## src/rtl/aes_pkg.sv

```systemverilog
// Shared definitions for the AES-128 key schedule sequencer.
//   AES_NR     expansion rounds
//   AES_KB     bytes per round key
//   KS_DEPTH   bytes in the key schedule memory (cipher key + NR round keys)
//   RCON_LEAD  cycles by which round_counter leads a round's byte 0
//              (4-stage datapath delay plus the registered rcon ROM)
package aes_pkg;

  localparam int AES_NR    = 10;
  localparam int AES_KB    = 16;
  localparam int KS_DEPTH  = 176;
  localparam int RCON_LEAD = 5;

  typedef enum logic [1:0] {
    KS_IDLE,
    KS_LOAD,
    KS_EXPAND,
    KS_DONE
  } ks_state_t;

endpackage

```

## src/rtl/aes_key_schedule_ctrl_if.sv

```systemverilog
// Host handshake and datapath/memory control bundle of the key schedule
// sequencer.
//   start, key_valid               host -> sequencer
//   key_ready, busy, done          sequencer -> host
//   en_generator, read_key_in, round_counter, encrypt, en_rcon,
//   en_rot_word, add_modified_last_word_to_r0, add_new_word_to_r4
//                                  sequencer -> byte-serial datapath
//   ks_mem_we, ks_mem_addr         sequencer -> key schedule memory
// The slave modport is the sequencer's view, master is the host/bench view.
interface aes_key_schedule_ctrl_if;

  logic       start;
  logic       key_valid;
  logic       key_ready;
  logic       en_generator;
  logic       read_key_in;
  logic [3:0] round_counter;
  logic       encrypt;
  logic       en_rcon;
  logic       en_rot_word;
  logic       add_modified_last_word_to_r0;
  logic       add_new_word_to_r4;
  logic       ks_mem_we;
  logic [7:0] ks_mem_addr;
  logic       busy;
  logic       done;

  modport slave (
    input  start, key_valid,
    output key_ready, en_generator, read_key_in, round_counter, encrypt,
           en_rcon, en_rot_word, add_modified_last_word_to_r0,
           add_new_word_to_r4, ks_mem_we, ks_mem_addr, busy, done
  );

  modport master (
    output start, key_valid,
    input  key_ready, en_generator, read_key_in, round_counter, encrypt,
           en_rcon, en_rot_word, add_modified_last_word_to_r0,
           add_new_word_to_r4, ks_mem_we, ks_mem_addr, busy, done
  );

endinterface

```

## src/rtl/aes_key_schedule_ctrl.sv

```systemverilog
// Sequencer for the byte-serial AES-128 key schedule datapath.
// Loads the 16 cipher-key bytes, then expands forward for NR rounds of KB
// cycles, writing every round-key byte into the key schedule memory.
//   clk  clock
//   rst  synchronous active-high reset
//   ks   control bundle (slave modport), see aes_key_schedule_ctrl_if
//
// state      | meaning
// KS_IDLE    | waiting for start
// KS_LOAD    | accepting cipher-key bytes, stalls on key_valid gaps
// KS_EXPAND  | free-running expansion, one round-key byte per cycle
// KS_DONE    | single-cycle done pulse
module aes_key_schedule_ctrl
  import aes_pkg::*;
#(
  parameter int NR = AES_NR,
  parameter int KB = AES_KB
) (
  input  logic                   clk,
  input  logic                   rst,
  aes_key_schedule_ctrl_if.slave ks
);

  localparam logic [3:0] B_LAST    = 4'(KB - 1);
  localparam logic [3:0] R_LAST    = 4'(NR);
  // byte at which round_counter steps so the rcon ROM output lines up with
  // the next round's byte 0 after the datapath delay
  localparam logic [3:0] B_RC_STEP = 4'(KB - RCON_LEAD);
  // bytes 0..11 belong to words 0..2 of the new round key, which also feed r4
  localparam logic [3:0] B_NEW_END = 4'd11;
  localparam logic [3:0] B_ROT     = 4'd3;

  ks_state_t  state_q, state_d;
  logic [3:0] b_q, r_q, rc_q;
  logic       accept;

  logic key_ready, read_key_in, en_gen, mem_we;
  logic en_rcon, en_rot, add_mod, add_new, busy, done;

  assign accept = (state_q == KS_LOAD) && ks.key_valid;

  always_ff @(posedge clk) begin
    if (rst) state_q <= KS_IDLE;
    else     state_q <= state_d;
  end

  always_comb begin
    state_d     = state_q;
    key_ready   = 1'b0;
    read_key_in = 1'b0;
    en_gen      = 1'b0;
    mem_we      = 1'b0;
    en_rcon     = 1'b0;
    en_rot      = 1'b0;
    add_mod     = 1'b0;
    add_new     = 1'b0;
    busy        = 1'b0;
    done        = 1'b0;
    case (state_q)
      KS_IDLE: begin
        if (ks.start) state_d = KS_LOAD;
      end
      KS_LOAD: begin
        key_ready   = 1'b1;
        read_key_in = 1'b1;
        busy        = 1'b1;
        en_gen      = ks.key_valid;
        mem_we      = ks.key_valid;
        if (accept && b_q == B_LAST) state_d = KS_EXPAND;
      end
      KS_EXPAND: begin
        busy    = 1'b1;
        en_gen  = 1'b1;
        mem_we  = 1'b1;
        en_rcon = (b_q == 4'd0);
        en_rot  = (b_q == B_ROT);
        add_mod = (b_q <= B_ROT);
        add_new = (b_q <= B_NEW_END);
        if (b_q == B_LAST && r_q == R_LAST) state_d = KS_DONE;
      end
      KS_DONE: begin
        done    = 1'b1;
        state_d = KS_IDLE;
      end
      default: state_d = KS_IDLE;
    endcase
  end

  // b: byte within round key, r: round (0 = cipher key), rc: registered rcon index
  always_ff @(posedge clk) begin
    if (rst) begin
      b_q  <= 4'd0;
      r_q  <= 4'd0;
      rc_q <= 4'd0;
    end else begin
      case (state_q)
        KS_LOAD: begin
          if (accept) begin
            // the rcon pipeline is free-running, so this step only lines up
            // if key_valid stays high for the last bytes of the load
            if (b_q == B_RC_STEP) rc_q <= r_q + 4'd1;
            if (b_q == B_LAST) begin
              b_q <= 4'd0;
              r_q <= 4'd1;
            end else begin
              b_q <= b_q + 4'd1;
            end
          end
        end
        KS_EXPAND: begin
          if (b_q == B_RC_STEP && r_q != R_LAST) rc_q <= r_q + 4'd1;
          if (b_q == B_LAST) begin
            b_q <= 4'd0;
            if (r_q == R_LAST) begin
              r_q  <= 4'd0;
              rc_q <= 4'd0;
            end else begin
              r_q <= r_q + 4'd1;
            end
          end else begin
            b_q <= b_q + 4'd1;
          end
        end
        default: begin
          b_q  <= 4'd0;
          r_q  <= 4'd0;
          rc_q <= 4'd0;
        end
      endcase
    end
  end

  assign ks.key_ready                    = key_ready;
  assign ks.read_key_in                  = read_key_in;
  assign ks.en_generator                 = en_gen;
  assign ks.ks_mem_we                    = mem_we;
  assign ks.ks_mem_addr                  = 8'(r_q) * 8'(KB) + 8'(b_q);
  assign ks.round_counter                = rc_q;
  // expansion is always forward; decryption reads the memory in reverse
  assign ks.encrypt                      = 1'b1;
  assign ks.en_rcon                      = en_rcon;
  assign ks.en_rot_word                  = en_rot;
  assign ks.add_modified_last_word_to_r0 = add_mod;
  assign ks.add_new_word_to_r4           = add_new;
  assign ks.busy                         = busy;
  assign ks.done                         = done;

endmodule
```

## src/flat_wrapper.sv

```systemverilog
// flat-port wrapper written by rule: the top's interface ports become plain ports
module aes_key_schedule_ctrl_flat import aes_pkg::*;
#(
  parameter int NR = AES_NR,
  parameter int KB = AES_KB
)
  (clk, rst, ks_start, ks_key_valid, ks_key_ready, ks_en_generator, ks_read_key_in, ks_round_counter, ks_encrypt, ks_en_rcon, ks_en_rot_word, ks_add_modified_last_word_to_r0, ks_add_new_word_to_r4, ks_ks_mem_we, ks_ks_mem_addr, ks_busy, ks_done);
  aes_key_schedule_ctrl_if ks_i ();
  input  logic clk;
  input  logic rst;
  input wire logic [$bits(ks_i.start)-1:0] ks_start;
  input wire logic [$bits(ks_i.key_valid)-1:0] ks_key_valid;
  output wire logic [$bits(ks_i.key_ready)-1:0] ks_key_ready;
  output wire logic [$bits(ks_i.en_generator)-1:0] ks_en_generator;
  output wire logic [$bits(ks_i.read_key_in)-1:0] ks_read_key_in;
  output wire logic [$bits(ks_i.round_counter)-1:0] ks_round_counter;
  output wire logic [$bits(ks_i.encrypt)-1:0] ks_encrypt;
  output wire logic [$bits(ks_i.en_rcon)-1:0] ks_en_rcon;
  output wire logic [$bits(ks_i.en_rot_word)-1:0] ks_en_rot_word;
  output wire logic [$bits(ks_i.add_modified_last_word_to_r0)-1:0] ks_add_modified_last_word_to_r0;
  output wire logic [$bits(ks_i.add_new_word_to_r4)-1:0] ks_add_new_word_to_r4;
  output wire logic [$bits(ks_i.ks_mem_we)-1:0] ks_ks_mem_we;
  output wire logic [$bits(ks_i.ks_mem_addr)-1:0] ks_ks_mem_addr;
  output wire logic [$bits(ks_i.busy)-1:0] ks_busy;
  output wire logic [$bits(ks_i.done)-1:0] ks_done;
  assign ks_i.start = ks_start;
  assign ks_i.key_valid = ks_key_valid;
  assign ks_key_ready = ks_i.key_ready;
  assign ks_en_generator = ks_i.en_generator;
  assign ks_read_key_in = ks_i.read_key_in;
  assign ks_round_counter = ks_i.round_counter;
  assign ks_encrypt = ks_i.encrypt;
  assign ks_en_rcon = ks_i.en_rcon;
  assign ks_en_rot_word = ks_i.en_rot_word;
  assign ks_add_modified_last_word_to_r0 = ks_i.add_modified_last_word_to_r0;
  assign ks_add_new_word_to_r4 = ks_i.add_new_word_to_r4;
  assign ks_ks_mem_we = ks_i.ks_mem_we;
  assign ks_ks_mem_addr = ks_i.ks_mem_addr;
  assign ks_busy = ks_i.busy;
  assign ks_done = ks_i.done;
  aes_key_schedule_ctrl #(.NR(NR), .KB(KB)) u_core (.clk(clk), .rst(rst), .ks(ks_i));
endmodule
```

## config.mk

```make
export PLATFORM = sky130hd
export DESIGN_NAME = aes_key_schedule_ctrl_flat
export DESIGN_NICKNAME = d
export VERILOG_FILES = /design/src/rtl/aes_pkg.sv /design/src/rtl/aes_key_schedule_ctrl_if.sv /design/src/rtl/aes_key_schedule_ctrl.sv /design/src/flat_wrapper.sv
export SDC_FILE = /design/constraint.sdc
export NUM_CORES = 1
export LEC_CHECK = 0
export CORE_AREA = 3 3 63 65
export DETAILED_ROUTE_END_ITERATION = 10
export DIE_AREA = 0 0 66 68
export HOLD_SLACK_MARGIN = 0.05
export PLACE_DENSITY = 0.52
export SYNTH_ARGS = -nofsm -noshare
export SYNTH_HDL_FRONTEND = slang
export SYNTH_SLANG_ARGS = --single-unit
```

## constraint.sdc

```tcl
create_clock -name clk -period 1.9 [get_ports clk]
set_clock_uncertainty 0.15 [all_clocks]
set_input_delay 0.285 -clock clk [delete_from_list [all_inputs] [get_ports clk]]
set_output_delay 0.285 -clock clk [all_outputs]
set_load 0.02 [all_outputs]
```

==> results of run 1 <==
==> logic make-up (layout without fill, tap and decap cells) <==
group           count (synthesis)  count (layout)  synth area share (%)
compound gates                 34              34                  25.3
buf+inv                        17              57                  10.4
xor+xnor                        2               2                  1.73
other cells                     1               1                 0.370
flops                          14              14                  27.7
simple gates                   41              41                  24.6
fa+ha+maj                       8               8                  9.89
==> power groups by stage <==
stage	Combinational (mW)	Clock [mW]	Sequential (mW)
after floorplan	0.645	0	0.399
after global placement	1.11	0	0.368
after detailed placement	1.11	0	0.370
after CTS	1.07	0.174	0.363
after global routing	1.21	0.181	0.375
final	1.11	0.168	0.368
==> routing by layer <==
layer / vias to the layer above / share of wire (%)
met3: 4 / 3.9
met4: 0 / 1.6
met2: 24 / 47
li1: 510 / -
met5: - / 0
met1: 462 / 47
==> registers in the layout, summed over array words and instances (netlist names) <==
signal and count:
u_core.state_q 2, u_core.r_q 4, u_core.ks.round_counter 4, u_core.b_q 4
==> layout by cell type, fill, tap and decap left out, types with 3 or more instances in the layout <==
cell / instances
nor2_1: 4
buf_2: 3
clkbuf_4: 3
and2_1: 3
a31oi_1: 3
a21oi_2: 3
inv_1: 8
ha_1: 5
clkdlybuf4s50_1: 13
dfxtp_1: 12
nand3_1: 8
nand4_1: 3
a21oi_1: 6
clkbuf_2: 4
buf_4: 21
nand2_1: 7
==> worst max path at each step <==
stage	from	depth (start not counted)	end	slack [ns]
detailed placement	ks_key_valid	4	ks_ks_mem_we	-0.18
global route	u_core.b_q[0]	5	u_core.ks.round_counter[0]	-0.00003
CTS	u_core.state_q[1]	4	ks_en_generator	-0.06
floorplan	u_core.state_q[0]	5	ks_ks_mem_we	0.02
global placement	ks_key_valid	4	ks_ks_mem_we	-0.15
finish	u_core.state_q[0]	5	ks_en_generator	0.06
==> worst max-delay path, delay by kind of cell (launching register included) <==
family | cells | cell delay (ns)
compound gates | 1 | 0.19
buf+inv | 2 | 0.30
simple gates | 1 | 0.15
flops | 1 | 0.33
fa+ha+maj | 1 | 0.18
==> final cells by class <==
class | count | area [µm²] | area share (%)
Timing Repair Buffer | 45 | 368 | 25.7
Sequential cell | 14 | 283 | 19.8
Multi-Input combinational cell | 86 | 667 | 46.6
Tap cell | 46 | 57.6 | 4.02
Clock buffer | 3 | 22.5 | 1.57
Inverter | 9 | 33.8 | 2.36
==> timing repair <==
action | CTS | global route
hold endpoints to repair | 0 | 0
resized for setup | 23 | 23
gates cloned | 0 | 0
setup endpoints to repair | 10 | 10
==> metrics.txt, run 1 <==
outcome finished, final reports clean; met2 usage 18.6%; Via density 4.93; post-synth top area share 27.7%; cells after synthesis 117; combinational share of power 67.4%; CTS tree built; Distinct cells, synth 46; worst-case vdd ir drop 0.420 mV; Int Power roughly 0.94 mW; ys flop type dfxtp_1; Worst-Skew Late Latency 0.28 ns; endpoint required time on the critical path 1.46 ns; GRT met1 Usage 15.0%; DP Area 0.00141 mm²; Post-Syn Area 0.00101 mm²; worst reg2reg path depth 8; H-tree depth 1; pin count of the biggest net entering global routing 12; Post-CTS Hold Buffers 0; antenna violations before repair 0; Arr. time, crit path between 1 and 1.5 ns; DR iter-0 viols 24; Worst setup SP type flop; final slew viol count 0; GRT Resource Usage Total 11.4%; Worst R2R End u_core.state_q[1]; Clk pwr share 10.2%; Post-Syn Area per Cell 8.65 µm²; LEAKAGE roughly 0.65 nW; Worst Setup End Kind primary output; root buf cell clkbuf_4; # IOs 27; Post-synth top cells dfxtp_1 (14), inv_1 (9), ha_1 (8), nand3_1 (8); diode count 0; worst path cell trace buf_4 -> ha_2 -> and2_1 -> o21a_1 -> buf_2; layout filler cell count 336; met3 usage 1.31%; DR pass1 iterations 4; total congestion overflow 0; vias in the first global route 913; Die Y 68 µm; Worst Hold End u_core.ks.round_counter[1]; Tcrit/Tclk final a little over nine tenths; Worst R2R Start u_core.state_q[1]; worst hold start u_core.ks.round_counter[1]; post-route minimum period ~1.8 ns; switching fraction of total power between 40 and 50%; Largest stage delay, worst path about 0.33 ns; CTS Sinks 14; final non-filler cell total 203; Tot Pwr approximately 1.6 mW; CTS Buf Count 3; most common cell in the netlist dfxtp_1; syn_nets 129; via count 1000; Final ANT Viol Nets 0; Psw between 0.7 and 0.8 mW; cell area after layout 0.00143 mm²; Fmax achieved 543 MHz; Yosys warnings 0; detailed-route DRC error count 0; first-pass GRT wire length ~4 mm; layout cells sized above 1 roughly 33%; # rows 21; Detailed Route WL 2.50 mm; core area 0.00339 mm²; leading area contributor after synthesis dfxtp_1; Place WS -0.181 ns; max cap viols 0; Die W 66 µm; post-route setup TNS 0 ns; final core occ 42.2%; number of port buffers 25; placed instance count 200; Seq/Total Area, Yosys 27.7%; post-DR wirelength/cell 12.3 µm; clock tree buffer depth 2; Setup-failing EPs final 0; Hold Vio Cnt, Final 0; worst hold-check path type flop to flop; register share of total power about 22%; die area between 0.004 and 0.005 mm²; r2r setup slk 0.11 ns; critical path class flop to primary output; hold depth 2; busiest grt layer met2; slowest stage cell, crit path dfxtp_2; Setup Fix Bufs, Post-CTS 0; clk slew on worst S/H paths 0.08 ns; post-layout net count about 170; area delta synth->final 41.4%; Hold Slack ~0.34 ns; GP Congestion 0.760; synth top area cells dfxtp_1 (28%), ha_1 (9.9%), nand3_1 (4.0%); Post-synth EDFFs 0; power density of the placed cells 1150 mW/mm²; Crit Path Max Fanout 3; Starting Density 29.9%; Async S/R FF share, synth 0%; worst setup margin 0.0575 ns; dpl hpwl 1.92 mm; #FFs+latches synth 14
No activity file was read; power rests on OpenSTA's default activity.
==> inputs of run 2 (changes only) <==
--- a/config.mk
+++ b/config.mk
@@ -5,6 +5,7 @@
 export SDC_FILE = /design/constraint.sdc
 export NUM_CORES = 1
 export LEC_CHECK = 0
+export CAP_MARGIN = 20
 export CORE_AREA = 3 3 63 65
 export DETAILED_ROUTE_END_ITERATION = 10
 export DIE_AREA = 0 0 66 68
==> constraint.sdc (replaced) <==
create_clock -name clk -period 2 [get_ports clk]
set_clock_uncertainty 0.15 [all_clocks]
set_input_delay 0.3 -clock clk [delete_from_list [all_inputs] [get_ports clk]]
set_output_delay 0.3 -clock clk [all_outputs]
set_load 0.02 [all_outputs]
==> metrics.txt, run 2 (synthesis gave the netlist of run 1 again) <==
outcome finished, final reports clean; clk slew on worst S/H paths 0.09 ns; layout cells sized above 1 24.5%; GP Congestion 0.767; CTS tree built; core area 0.00339 mm²; final slew viol count 0; # IOs 27; area delta synth->final 34.7%; CP delay by family, top buffers and inverters; CTS Buf Count 3; Int Power 0.837 mW; worst reg2reg path depth 8; detailed-route DRC error count 0; Psw approximately 0.66 mW; r2r setup slk 0.17 ns; Fmax achieved 517 MHz; Worst R2R End u_core.state_q[0]; antenna violations before repair 0; number of port buffers 25; Place WS -0.143 ns; max cap viols 0; power density of the placed cells 1100 mW/mm²; post-CTS sizing 21; Crit Path Max Fanout 3; most common cell after layout, fill and taps aside clkdlybuf4s50_1; end of the critical path ks_done; layout filler cell count roughly 360; Die Y 68 µm; switching fraction of total power 44.1%; Clk pwr share 14.2%; post-route minimum period 1.94 ns; Worst-Skew Late Latency 0.29 ns; Via density slightly below 5; Tcrit/Tclk final 96.8%; worst hold start u_core.ks.round_counter[1]; CTS Sinks 14; Detailed Route WL 2.59 mm; worst-case vdd ir drop 0.783 mV; critical path class flop to primary output; buffers and inverters on the worst path 2; worst path cell trace buf_4 -> ha_1 -> clkdlybuf4s50_1; Largest stage delay, worst path 0.60 ns; pin count of the biggest net entering global routing 16; post-route setup TNS 0 ns; DR pass1 iterations 4; Starting Density 29.9%; cell depth of the worst setup path 3; via count 978; worst hold-check path type flop to flop; most frequent cells in the layout clkdlybuf4s50_1 (16), buf_4 (13), dfxtp_1 (11); post-layout net count roughly 160; combinational share of power 61.9%; # rows 21; root buf cell clkbuf_4; Hold Vio Cnt, Final 0; slowest stage cell, crit path clkdlybuf4s50_1; Setup Fix Bufs, Post-CTS 0; LEAKAGE slightly below 0.6 nW; Post-CTS Hold Buffers 0; H-tree depth 1; Setup-failing EPs final 0; die area 0.00449 mm²; Worst Setup End Kind primary output; endpoint required time on the critical path 1.55 ns; Worst R2R Start u_core.state_q[0]; Worst setup SP type flop; register share of total power 23.9%; Final ANT Viol Nets 0; DR iter-0 viols 53; dpl hpwl just over 2 mm; RSZ-0062 raised after global routing false; post-DR wirelength/cell 13.2 µm; first-pass GRT wire length 4.55 mm; Arr. time, crit path 1.49 ns; worst setup margin 0.0643 ns; total congestion overflow 0; diode count 0; CP Launch Point u_core.state_q[0]; GRT Resource Usage Total around an eighth; Die W approximately 66 µm; clock tree buffer depth 2; vias in the first global route roughly 1000
==> run 2: metrics by stage <==
step / power [mW] / hold WS, ns / instance area (µm²) / utilization, % / instances
2_1_floorplan: 0.984 / 0.267 / 1020 / - / 117
3_3_place_gp: 1.33 / 0.318 / 1350 / 39.9 / 193
3_5_place_dp: 1.33 / 0.328 / 1350 / 39.9 / 193
4_1_cts: 1.52 / 0.342 / 1380 / 40.8 / 197
5_1_grt: 1.63 / 0.381 / 1360 / 40.2 / 197
6_report: 1.50 / 0.333 / 1360 / 40.2 / 197
==> run 2: power by group through the flow <==
| stage | clock, mW | sequential [mW] | combinational (mW) |
|---|---|---|---|
| after floorplan | 0 | 0.379 | 0.605 |
| after global placement | 0 | 0.361 | 0.968 |
| after detailed placement | 0 | 0.361 | 0.974 |
| after CTS | 0.221 | 0.356 | 0.945 |
| after global routing | 0.234 | 0.365 | 1.03 |
| final | 0.213 | 0.358 | 0.926 |
==> run 2: cell type report <==
type / instances / area, µm² / share of cell area (%)
Tap cell: 46 / 57.6 / 4.22
Multi-Input combinational cell: 86 / 638 / 46.8
Timing Repair Buffer: 38 / 314 / 23.0
Inverter: 9 / 33.8 / 2.48
Clock buffer: 4 / 36.3 / 2.66
Sequential cell: 14 / 284 / 20.8
==> run 2: how the worst min path moves through the flow <==
stage / to / cells after the start
after floorplan: u_core.ks.round_counter[0] / 1
after global placement: u_core.ks.round_counter[0] / 2
after detailed placement: u_core.ks.round_counter[1] / 2
after CTS: u_core.ks.round_counter[1] / 2
after global routing: u_core.ks.round_counter[1] / 2
final: u_core.ks.round_counter[1] / 2
==> run 2: worst reg2reg max path, stage by stage, from the launching register on <==
cell,delay [ns]
dfxtp_2,0.35
inv_1,0.06
ha_1,0.22
buf_4,0.14
buf_4,0.16
o22ai_2,0.26
buf_4,0.17
a31oi_1,0.07
nor3_1,0.16
==> run 2: per-layer routing <==
metal / share of wire (%) / GRT usage (%)
met5: 0 / 0
met4: 1.7 / 5.58
met3: 4.9 / 2.96
met2: 45 / 20.8
met1: 49 / 16.6
